==> src/rtl/flit_sink.sv <==
// Flit sink endpoint: grants the traffic generator one send slot, then checks
// HEAD / BODY x BODY_COUNT / TAIL framing and keeps saturating statistics.
package router_pkg;
  typedef enum logic [1:0] {
    NONE_FLIT = 2'd0,
    HEAD_FLIT = 2'd1,
    BODY_FLIT = 2'd2,
    TAIL_FLIT = 2'd3
  } flit_type_t;

  typedef struct packed {
    logic        valid;
    flit_type_t  flit_type;
    logic [15:0] addr;
  } FLIT_t;

  localparam int FLIT_SIZE = $bits(FLIT_t);
endpackage

module flit_sink #(
  parameter int BODY_COUNT = 2,
  parameter int TIMEOUT    = 16,
  parameter int CNT_W      = 16
) (
  input  logic                           clk,
  input  logic                           reset_n,
  input  logic                           i_transmit,
  input  logic [router_pkg::FLIT_SIZE-1:0] i_flit,
  input  logic                           i_stall,
  output logic                           o_send,
  output logic                           o_busy,
  output logic                           o_pkt_done,
  output logic                           o_pkt_err,
  output logic [1:0]                     o_err_code,
  output logic [CNT_W-1:0]               o_pkt_count,
  output logic [CNT_W-1:0]               o_err_count,
  output logic [15:0]                    o_last_addr
);
  import router_pkg::*;

  localparam int BW = (BODY_COUNT < 1) ? 1 : $clog2(BODY_COUNT + 1);
  localparam int TW = (TIMEOUT < 2) ? 1 : $clog2(TIMEOUT);
  localparam logic [BW-1:0]    BODY_LAST = BW'(BODY_COUNT);
  localparam logic [TW-1:0]    TMO_LAST  = TW'(TIMEOUT - 1);
  localparam logic [CNT_W-1:0] CNT_MAX   = {CNT_W{1'b1}};

  typedef enum logic [2:0] {IDLE, GRANT, HDR, RECV, DONE, ERR, DRAIN} state_t;

  state_t        state;
  logic [BW-1:0] bcnt;
  logic [TW-1:0] tcnt;
  logic          err_to_idle;

  FLIT_t flit;
  logic  acc, is_tail, tmo;
  assign flit    = i_flit;
  assign acc     = flit.valid && (flit.flit_type != NONE_FLIT);
  assign is_tail = flit.flit_type == TAIL_FLIT;
  assign tmo     = tcnt == TMO_LAST;
  assign o_busy  = state != IDLE;

  // Framing verdict for this cycle; errors take priority over progress.
  logic       det_err, det_done, det_idle;
  logic [1:0] det_code;
  always_comb begin
    det_err  = 1'b0;
    det_done = 1'b0;
    det_idle = 1'b0;
    det_code = 2'd0;
    if (state == HDR) begin
      if (acc) begin
        if (flit.flit_type != HEAD_FLIT) begin
          det_err = 1'b1; det_code = 2'd1; det_idle = is_tail;
        end
      end else if (tmo) begin
        det_err = 1'b1; det_code = 2'd3; det_idle = 1'b1;
      end
    end else if (state == RECV) begin
      if (acc) begin
        case (flit.flit_type)
          HEAD_FLIT: begin det_err = 1'b1; det_code = 2'd1; end
          BODY_FLIT: if (bcnt == BODY_LAST) begin det_err = 1'b1; det_code = 2'd2; end
          TAIL_FLIT: begin
            if (bcnt == BODY_LAST) det_done = 1'b1;
            else begin det_err = 1'b1; det_code = 2'd2; det_idle = 1'b1; end
          end
          default: ;
        endcase
      end else if (tmo) begin
        det_err = 1'b1; det_code = 2'd3; det_idle = 1'b1;
      end
    end
  end

  always_ff @(posedge clk or negedge reset_n) begin
    if (!reset_n) begin
      state       <= IDLE;
      bcnt        <= '0;
      tcnt        <= '0;
      err_to_idle <= 1'b0;
      o_send      <= 1'b0;
      o_pkt_done  <= 1'b0;
      o_pkt_err   <= 1'b0;
      o_err_code  <= 2'd0;
      o_pkt_count <= '0;
      o_err_count <= '0;
      o_last_addr <= '0;
    end else begin
      o_send     <= 1'b0;
      o_pkt_done <= 1'b0;
      o_pkt_err  <= 1'b0;
      if (det_err) begin
        state       <= ERR;
        o_pkt_err   <= 1'b1;
        o_err_code  <= det_code;
        err_to_idle <= det_idle;
        if (o_err_count != CNT_MAX) o_err_count <= o_err_count + 1'b1;
      end else if (det_done) begin
        state      <= DONE;
        o_pkt_done <= 1'b1;
        if (o_pkt_count != CNT_MAX) o_pkt_count <= o_pkt_count + 1'b1;
      end else begin
        case (state)
          IDLE: if (i_transmit && !i_stall) begin
            state  <= GRANT;
            o_send <= 1'b1;
          end
          GRANT: begin
            state <= HDR;
            tcnt  <= '0;
          end
          HDR: if (acc) begin
            o_last_addr <= flit.addr;
            bcnt        <= '0;
            tcnt        <= '0;
            state       <= RECV;
          end else tcnt <= tcnt + 1'b1;
          RECV: if (acc) begin
            bcnt <= bcnt + 1'b1;
            tcnt <= '0;
          end else tcnt <= tcnt + 1'b1;
          DONE: state <= IDLE;
          // A TAIL arriving alongside the error pulse already closes the packet.
          ERR: begin
            tcnt  <= '0;
            state <= (err_to_idle || (acc && is_tail)) ? IDLE : DRAIN;
          end
          DRAIN: if (acc) begin
            tcnt <= '0;
            if (is_tail) state <= IDLE;
          end else if (tmo) state <= IDLE;
          else tcnt <= tcnt + 1'b1;
          default: state <= IDLE;
        endcase
      end
    end
  end
endmodule

==> config.mk <==
export PLATFORM = sky130hd
export DESIGN_NAME = flit_sink
export DESIGN_NICKNAME = d
export VERILOG_FILES = /design/src/rtl/flit_sink.sv
export SDC_FILE = /design/constraint.sdc
export NUM_CORES = 1
export LEC_CHECK = 0
export ABC_AREA = 0
export CAP_MARGIN = 20
export CORE_MARGIN = 5
export CORE_UTILIZATION = 49
export CTS_BUF_LIST = sky130_fd_sc_hd__clkbuf_16
export CTS_CLUSTER_DIAMETER = 200
export DETAILED_ROUTE_END_ITERATION = 12
export GPL_ROUTABILITY_DRIVEN = 0
export PLACE_DENSITY = 0.79
export SYNTH_ARGS = -nofsm -noshare
export SYNTH_HDL_FRONTEND = slang
export SYNTH_SLANG_ARGS = --single-unit
export TNS_END_PERCENT = 100
==> constraint.sdc <==
create_clock -name clk -period 2.4 [get_ports clk]
set_input_delay 0.48 -clock clk [delete_from_list [all_inputs] [get_ports clk]]
set_output_delay 0.48 -clock clk [all_outputs]
set_load 0.05 [all_outputs]
==> flow_summary.yaml, run 1 <==
routing:
  drt_iter0_markers: 111
  dr.pass1.iters: 4
  wl_per_cell_um: 14.92
  routed_via_density: 5.373
  drc_errors: 0
  via_count: 2466
  detail_route.wirelength_um: 6846
  ant_nets: 0
clock_tree:
  root_buffer: "clkbuf_16"
  clk_latency_ps: 320
  cts.sinks: 63
  cts_buffers: 9
  clockBufferDepth: 2
  cts_tree: "yes"
  ctsResizeCount: 0
  h-tree-depth: 3
  hold_buffers: 0
  path_clk_slew_ps: 50
  post_cts_buffers: 0
worst_setup_path:
  rr_startpoint: "tcnt[0]$_DFFE_PN0P_"
  end_kind: "register"
  r2r_cells: 6
  cp_slowest_cell: "clkdlybuf4s50_1"
  cp_data_arrival_time_ps: 2350
  required_ps: 2600
  critPathMaxStageDelay_ps: 550
  crit_chain: "clkdlybuf4s50_1 -> buf_4 -> o21ai_2 -> a221oi_4 -> nor2_4 -> nor4_4 -> mux2_1"
  crit_type: "input port to register"
  r2r_slack_ps: 250
  crit_fanout: 4
  r2r_end: "o_err_count[15]$_DFFE_PN0P_"
  cp-start-kind: "input port"
sta:
  finalHoldViolations: 0
  slew-limit-headroom: 0.6068
  finalSetupViolations: 0
  min_period_ps: 2154
  fin_hold_ws_ps: 163.3
  fmax_mhz: 464.3
  slew_violations: 0
  finalCritPeriodShare: 0.8974
  setup_tns_ps: 0
  rsz0062_at_grt: "false"
  worst_pin_slew_ps: 589.8
  finClkSkew_ps: 5.645
placed_design:
  post-place-cells: 444
  port_buffers: 76
  dpl.hpwl_um: 5084
outcome:
  outcome: "finished, final reports clean"
power_and_ir_drop:
  total_power_uw: 5493
  p_leak_uw: 0.001909
  ir_worst_vdd_mv: 1.071
  power_density_nw_per_um2: 1262
global_route:
  grt_start_max_net_pins: 28
  grt_pass1_vias: 2490
  antenna_found_initial: 0
  overflow: 0
  grt_pass1_wl_um: 11500
  grt_usage: 0.1850
synthesis:
  ys_top_cells_by_area: "dfrtp_1 51%, mux2_2 8.3%, xor2_1 5.3%, nand2_1 2.9%, xnor2_1 2.8%"
  synth_top_family_by_area: "simple AND/OR/NAND/NOR gates"
  synth_area_leader_cell: "dfrtp_1"
  yosysWarnings: 0
  syn-cell-area_um2: 3112
  synth-simple-area-share: 0.2031
  async_reset_ff_frac: 1.000
  yosys.area_share.adder: 0.01608
  muxShareOfSynthArea: 0.09329
  synth_edf_count: 0
  synth_top_area_share: 0.5066
  ys.flop_type: "dfrtp_1"
  synth-compound-area-share: 0.07801
  ys_ff_latch: 63
  synth_xor_area_frac: 0.08162
  synth_seq_area_share: 0.5066
  yosysMostFrequentCell: "dfrtp_1"
  synth_fp_nets: 306
  synth_cell_types: 49
  syn_inst: 279
  synth_common_cells: "63 x dfrtp_1, 24 x nand2_1, 23 x mux2_2"
  synth_area_per_cell_um2: 11.15
final_layout:
  final_cells: 459
  utilization: 0.6932
  n_fill_cell: 461
  final_layout_size_suffix_gt1_frac: 0.1832
  fin_nets: 405
  diodes: 0
  seqCellArea_um2: 1577
  multi_input_area_um2: 1469
  areaGrowthSynthToFinish_pct: 39.85
die:
  die_h_um: 89.69
  dieArea_um2: 8044
  fp.coreArea_um2: 6277
  start_util: 0.4957
  core.rowCount: 29
  ios: 77
  fp.dieW_um: 89.69
worst_hold_path:
  hp-class: "input port to asynchronous set/reset pin"
flow_run:
  maxCapViolCount: 0
==> layout by cell type (no fill, tap or decap), types with 3 or more instances in the layout <==
| master | count |
|---|---|
| and3_1 | 8 |
| buf_4 | 18 |
| nand2_1 | 24 |
| nand2b_1 | 5 |
| clkdlybuf4s50_1 | 74 |
| clkbuf_16 | 9 |
| o41ai_1 | 3 |
| mux2_2 | 23 |
| nor4_1 | 3 |
| nor2_1 | 22 |
| o21ai_0 | 7 |
| xor2_1 | 19 |
| nor3_2 | 6 |
| xnor2_1 | 10 |
| a21oi_1 | 4 |
| ha_1 | 4 |
| inv_1 | 9 |
| and4_1 | 3 |
| dfrtp_1 | 63 |
| nand3_1 | 17 |
| nor3_1 | 6 |
| nor3b_1 | 4 |
| nand4_1 | 4 |
==> flip-flops by register name, summed over array words and instances, names as in the netlist <==
register / flops
o_pkt_done: 1
bcnt: 2
err_to_idle: 1
o_pkt_count: 16
o_err_code: 2
o_pkt_err: 1
o_err_count: 16
state: 3
tcnt: 4
o_send: 1
o_last_addr: 16
==> critical path: cells and delay by family <==
kind            cells  cell delay (ps)
simple gates        2              380
buf+inv             2              710
mux                 1              340
compound gates      2              430
==> power breakdown <==
part           internal [uW]  switching [uW]  total (uW)
clock network            783             428        1210
logic                    970            1610        2580
registers               1400             305        1700
total                   3150            2340        5490
==> cell families after synthesis <==
kind of cell / count (synthesis)
buffers and inverters: 14
AO/OA/AOI/OAI: 29
adder cells (fa/ha/maj): 4
AND/OR/NAND/NOR: 114
XOR/XNOR: 29
flip-flops: 63
multiplexers: 26
==> metal layers <==
metal,track usage,share of wire
met1,0.2386,0.45
met2,0.2906,0.46
met4,0.08931,0.012
met5,0,0
met3,0.04653,0.078
==> how the worst max path moves through the flow <==
stage | to | slack, ps | startpoint | depth (start not counted)
5_1_grt | tcnt[2]$_DFFE_PN0P_ | 70 | bcnt[0]$_DFFE_PN0P_ | 8
2_1_floorplan | o_err_count[7]$_DFFE_PN0P_ | 190 | o_err_count[0]$_DFFE_PN0P_ | 7
6_report | o_err_count[15]$_DFFE_PN0P_ | 250 | i_flit[16] | 7
3_3_place_gp | o_err_count[15]$_DFFE_PN0P_ | 0.2 | i_flit[16] | 7
3_5_place_dp | o_err_count[15]$_DFFE_PN0P_ | -70 | i_flit[16] | 7
4_1_cts | o_err_count[15]$_DFFE_PN0P_ | 230 | bcnt[0]$_DFFE_PN0P_ | 7
==> final cells by class <==
cell class              instances  area share
flip-flops and latches         63      0.3623
multi-input cells             202      0.3376
repair buffers                 94      0.2070
clock buffers                   9     0.05175
well taps                      77     0.02214
clock inverters                 6     0.01236
inverters                       8    0.006901
==> per-stage QoR <==
stage	instance area (um^2)	worst slack, ps
3_3_place_gp	4073	0.1568
3_5_place_dp	4073	-74.70
6_report	4352	246.2
4_1_cts	4352	231.5
2_1_floorplan	3112	189.8
5_1_grt	4352	65.33
Note: power is estimated with default switching activity, not from simulation.
==> run 2: changes to the inputs <==
--- a/config.mk
+++ b/config.mk
@@ -8,12 +8,12 @@
 export ABC_AREA = 0
 export CAP_MARGIN = 20
 export CORE_MARGIN = 5
-export CORE_UTILIZATION = 49
-export CTS_BUF_LIST = sky130_fd_sc_hd__clkbuf_16
+export CORE_UTILIZATION = 45
+export CTS_BUF_LIST = sky130_fd_sc_hd__clkbuf_4 sky130_fd_sc_hd__clkbuf_8
 export CTS_CLUSTER_DIAMETER = 200
 export DETAILED_ROUTE_END_ITERATION = 12
 export GPL_ROUTABILITY_DRIVEN = 0
-export PLACE_DENSITY = 0.79
+export PLACE_DENSITY = 0.74
 export SYNTH_ARGS = -nofsm -noshare
 export SYNTH_HDL_FRONTEND = slang
 export SYNTH_SLANG_ARGS = --single-unit
==> constraint.sdc (replaced) <==
create_clock -name clk -period 2.15 [get_ports clk]
set_input_delay 0.43 -clock clk [delete_from_list [all_inputs] [get_ports clk]]
set_output_delay 0.43 -clock clk [all_outputs]
set_load 0.05 [all_outputs]
==> run 2 against run 1 <==
  * Sequential power grew 12%
  * Largest cell class unchanged
  * Critical endpoint is now o_pkt_count[0]
  * Routed wire length grew 3.2%
  * Register-to-register slack lost 120 ps
  * Clock power shrank 8%
  * Sequential share of layout area shrank 0.41 points
  * Total power grew 9.2%
  * Critical path depth shrank 6
==> flow_summary.yaml, run 2 (synthesized netlist as in run 1, its figures left out) <==
outcome:
  outcome: "finished, final reports clean"
worst_setup_path:
  end_kind: "primary output"
  crit_fanout: 6
  cp_slowest_cell: "clkdlybuf4s50_1"
  r2r_slack_ps: 130
  cp_data_arrival_time_ps: 1630
  required_ps: 1720
  path_buf_inv: 1
  cpLargestDelayFamily: "buffers and inverters"
  crit_chain: "clkdlybuf4s50_1"
  crit_type: "register to primary output"
  cp-start-kind: "register"
  rr_startpoint: "bcnt[0]$_DFFE_PN0P_"
  r2r_cells: 7
  critPathMaxStageDelay_ps: 840
  r2r_end: "o_err_count[15]$_DFFE_PN0P_"
final_layout:
  final_cell_mix: "74 x clkdlybuf4s50_1, 61 x dfrtp_1, 26 x buf_4, 24 x nand2_1, 23 x mux2_2"
  areaGrowthSynthToFinish_pct: 41.66
  n_fill_cell: 551
  final_common_cell: "clkdlybuf4s50_1"
  diodes: 0
  final_cells: 472
  utilization: 0.6524
  seqCellArea_um2: 1579
  largestRegisters: "o_err_count (16), o_last_addr (16), o_pkt_count (16)"
  multi_input_area_um2: 1501
  fin_nets: 414
  final_layout_size_suffix_gt1_frac: 0.2296
clock_tree:
  post_cts_buffers: 0
  cts_buffers: 9
  cts.sinks: 63
  clk_latency_ps: 340
  cts_tree: "yes"
  root_buffer: "clkbuf_8"
  path_clk_slew_ps: 70
  clockBufferDepth: 2
  h-tree-depth: 3
placed_design:
  post-place-cells: 456
  port_buffers: 76
  dpl.hpwl_um: 5077
  pre_cts_slack_ps: -244.6
routing:
  detail_route.wirelength_um: 7062
  via_count: 2523
  routed_via_density: 5.345
  dr.pass1.iters: 4
  wl_per_cell_um: 14.96
  drc_errors: 0
  ant_nets: 0
  drt_iter0_markers: 108
power_and_ir_drop:
  power_density_nw_per_um2: 1361
  p_leak_uw: 0.001931
  ir_worst_vdd_mv: 0.8322
global_route:
  overflow: 0
  grt_pass1_wl_um: 12000
  antenna_found_initial: 0
  grt_usage: 0.1749
  grt_pass1_vias: 2526
  grt_start_max_net_pins: 64
die:
  ios: 77
  fp.coreArea_um2: 6756
  core.rowCount: 30
  fp.dieW_um: 93.16
  start_util: 0.4606
  die_h_um: 93.16
  dieArea_um2: 8678
sta:
  min_period_ps: 2060
  finalCritPeriodShare: 0.9581
  finalSetupViolations: 0
  finClkSkew_ps: 9.060
  slew_violations: 0
  fin_hold_ws_ps: 81.38
  slew-limit-headroom: 0.6451
  worst_pin_slew_ps: 530.7
  setup_tns_ps: 0
  worst_slack_ps: 90.07
  rsz0062_at_grt: "false"
  fmax_mhz: 485.5
  finalHoldViolations: 0
flow_run:
  maxCapViolCount: 0
worst_hold_path:
  hp-class: "input port to asynchronous set/reset pin"
## run 2: cell count changes in the layout (fill, tap and decap cells not counted), moves of 2 or more
cell	previous run	this run
dfrtp_2	0	2
clkbuf_16	9	0
nor3_1	6	4
clkbuf_8	0	12
buf_4	18	26
dfrtp_1	63	61
clkinv_1	2	0
nor3_2	6	8
## run 2: worst max-delay path by stage
stage / start / endpoint / slack, ps / cells after the start
floorplan: o_err_count[2]$_DFFE_PN0P_ / o_err_count[7]$_DFFE_PN0P_ / 90 / 6
detailed placement: i_flit[16] / tcnt[0]$_DFFE_PN0P_ / -240 / 7
finish: o_pkt_count[0]$_DFFE_PN0P_ / o_pkt_count[0] / 90 / 1
CTS: bcnt[0]$_DFFE_PN0P_ / tcnt[0]$_DFFE_PN0P_ / 50 / 7
global route: o_err_count[7]$_DFFE_PN0P_ / o_err_count[7] / 30 / 1
global placement: i_flit[17] / o_err_count[15]$_DFFE_PN0P_ / -160 / 6
## run 2: final cells by class
cell class,instances,share of cell area
inverter,8,0.006812
tap,80,0.02271
sequential,63,0.3582
clock buffer,12,0.03747
timing repair buffer,103,0.2225
multi-input combinational,202,0.3406
clock inverter,4,0.01164
## run 2: timing repair
item / 4_1_cts / 5_1_grt
setup endpoints to repair: 0 / 6
resized for setup: 0 / 6
hold buffers: 0 / 0
## run 2: metrics by stage
step / total power, uW / instance area, um^2
2_1_floorplan: 3828 / 3114
5_1_grt: 6335 / 4408
3_5_place_dp: 4897 / 4159
6_report: 6001 / 4408
4_1_cts: 6023 / 4375
3_3_place_gp: 4835 / 4159
## run 2: layer usage
metal | up-vias | wire [um] | track usage
met4 | 0 | 89 | 0.08181
met3 | 9 | 531 | 0.05390
li1 | 1203 | - | -
met1 | 1233 | 3130 | 0.2162
met5 | - | 0 | 0
met2 | 78 | 3312 | 0.2795
## run 2: where the power goes
part           leakage, uW  switching [uW]  internal, uW
sequential        0.000790             350          1560
clock             0.000109             479           632
combinational      0.00103            1830          1140
total              0.00193            2660          3340
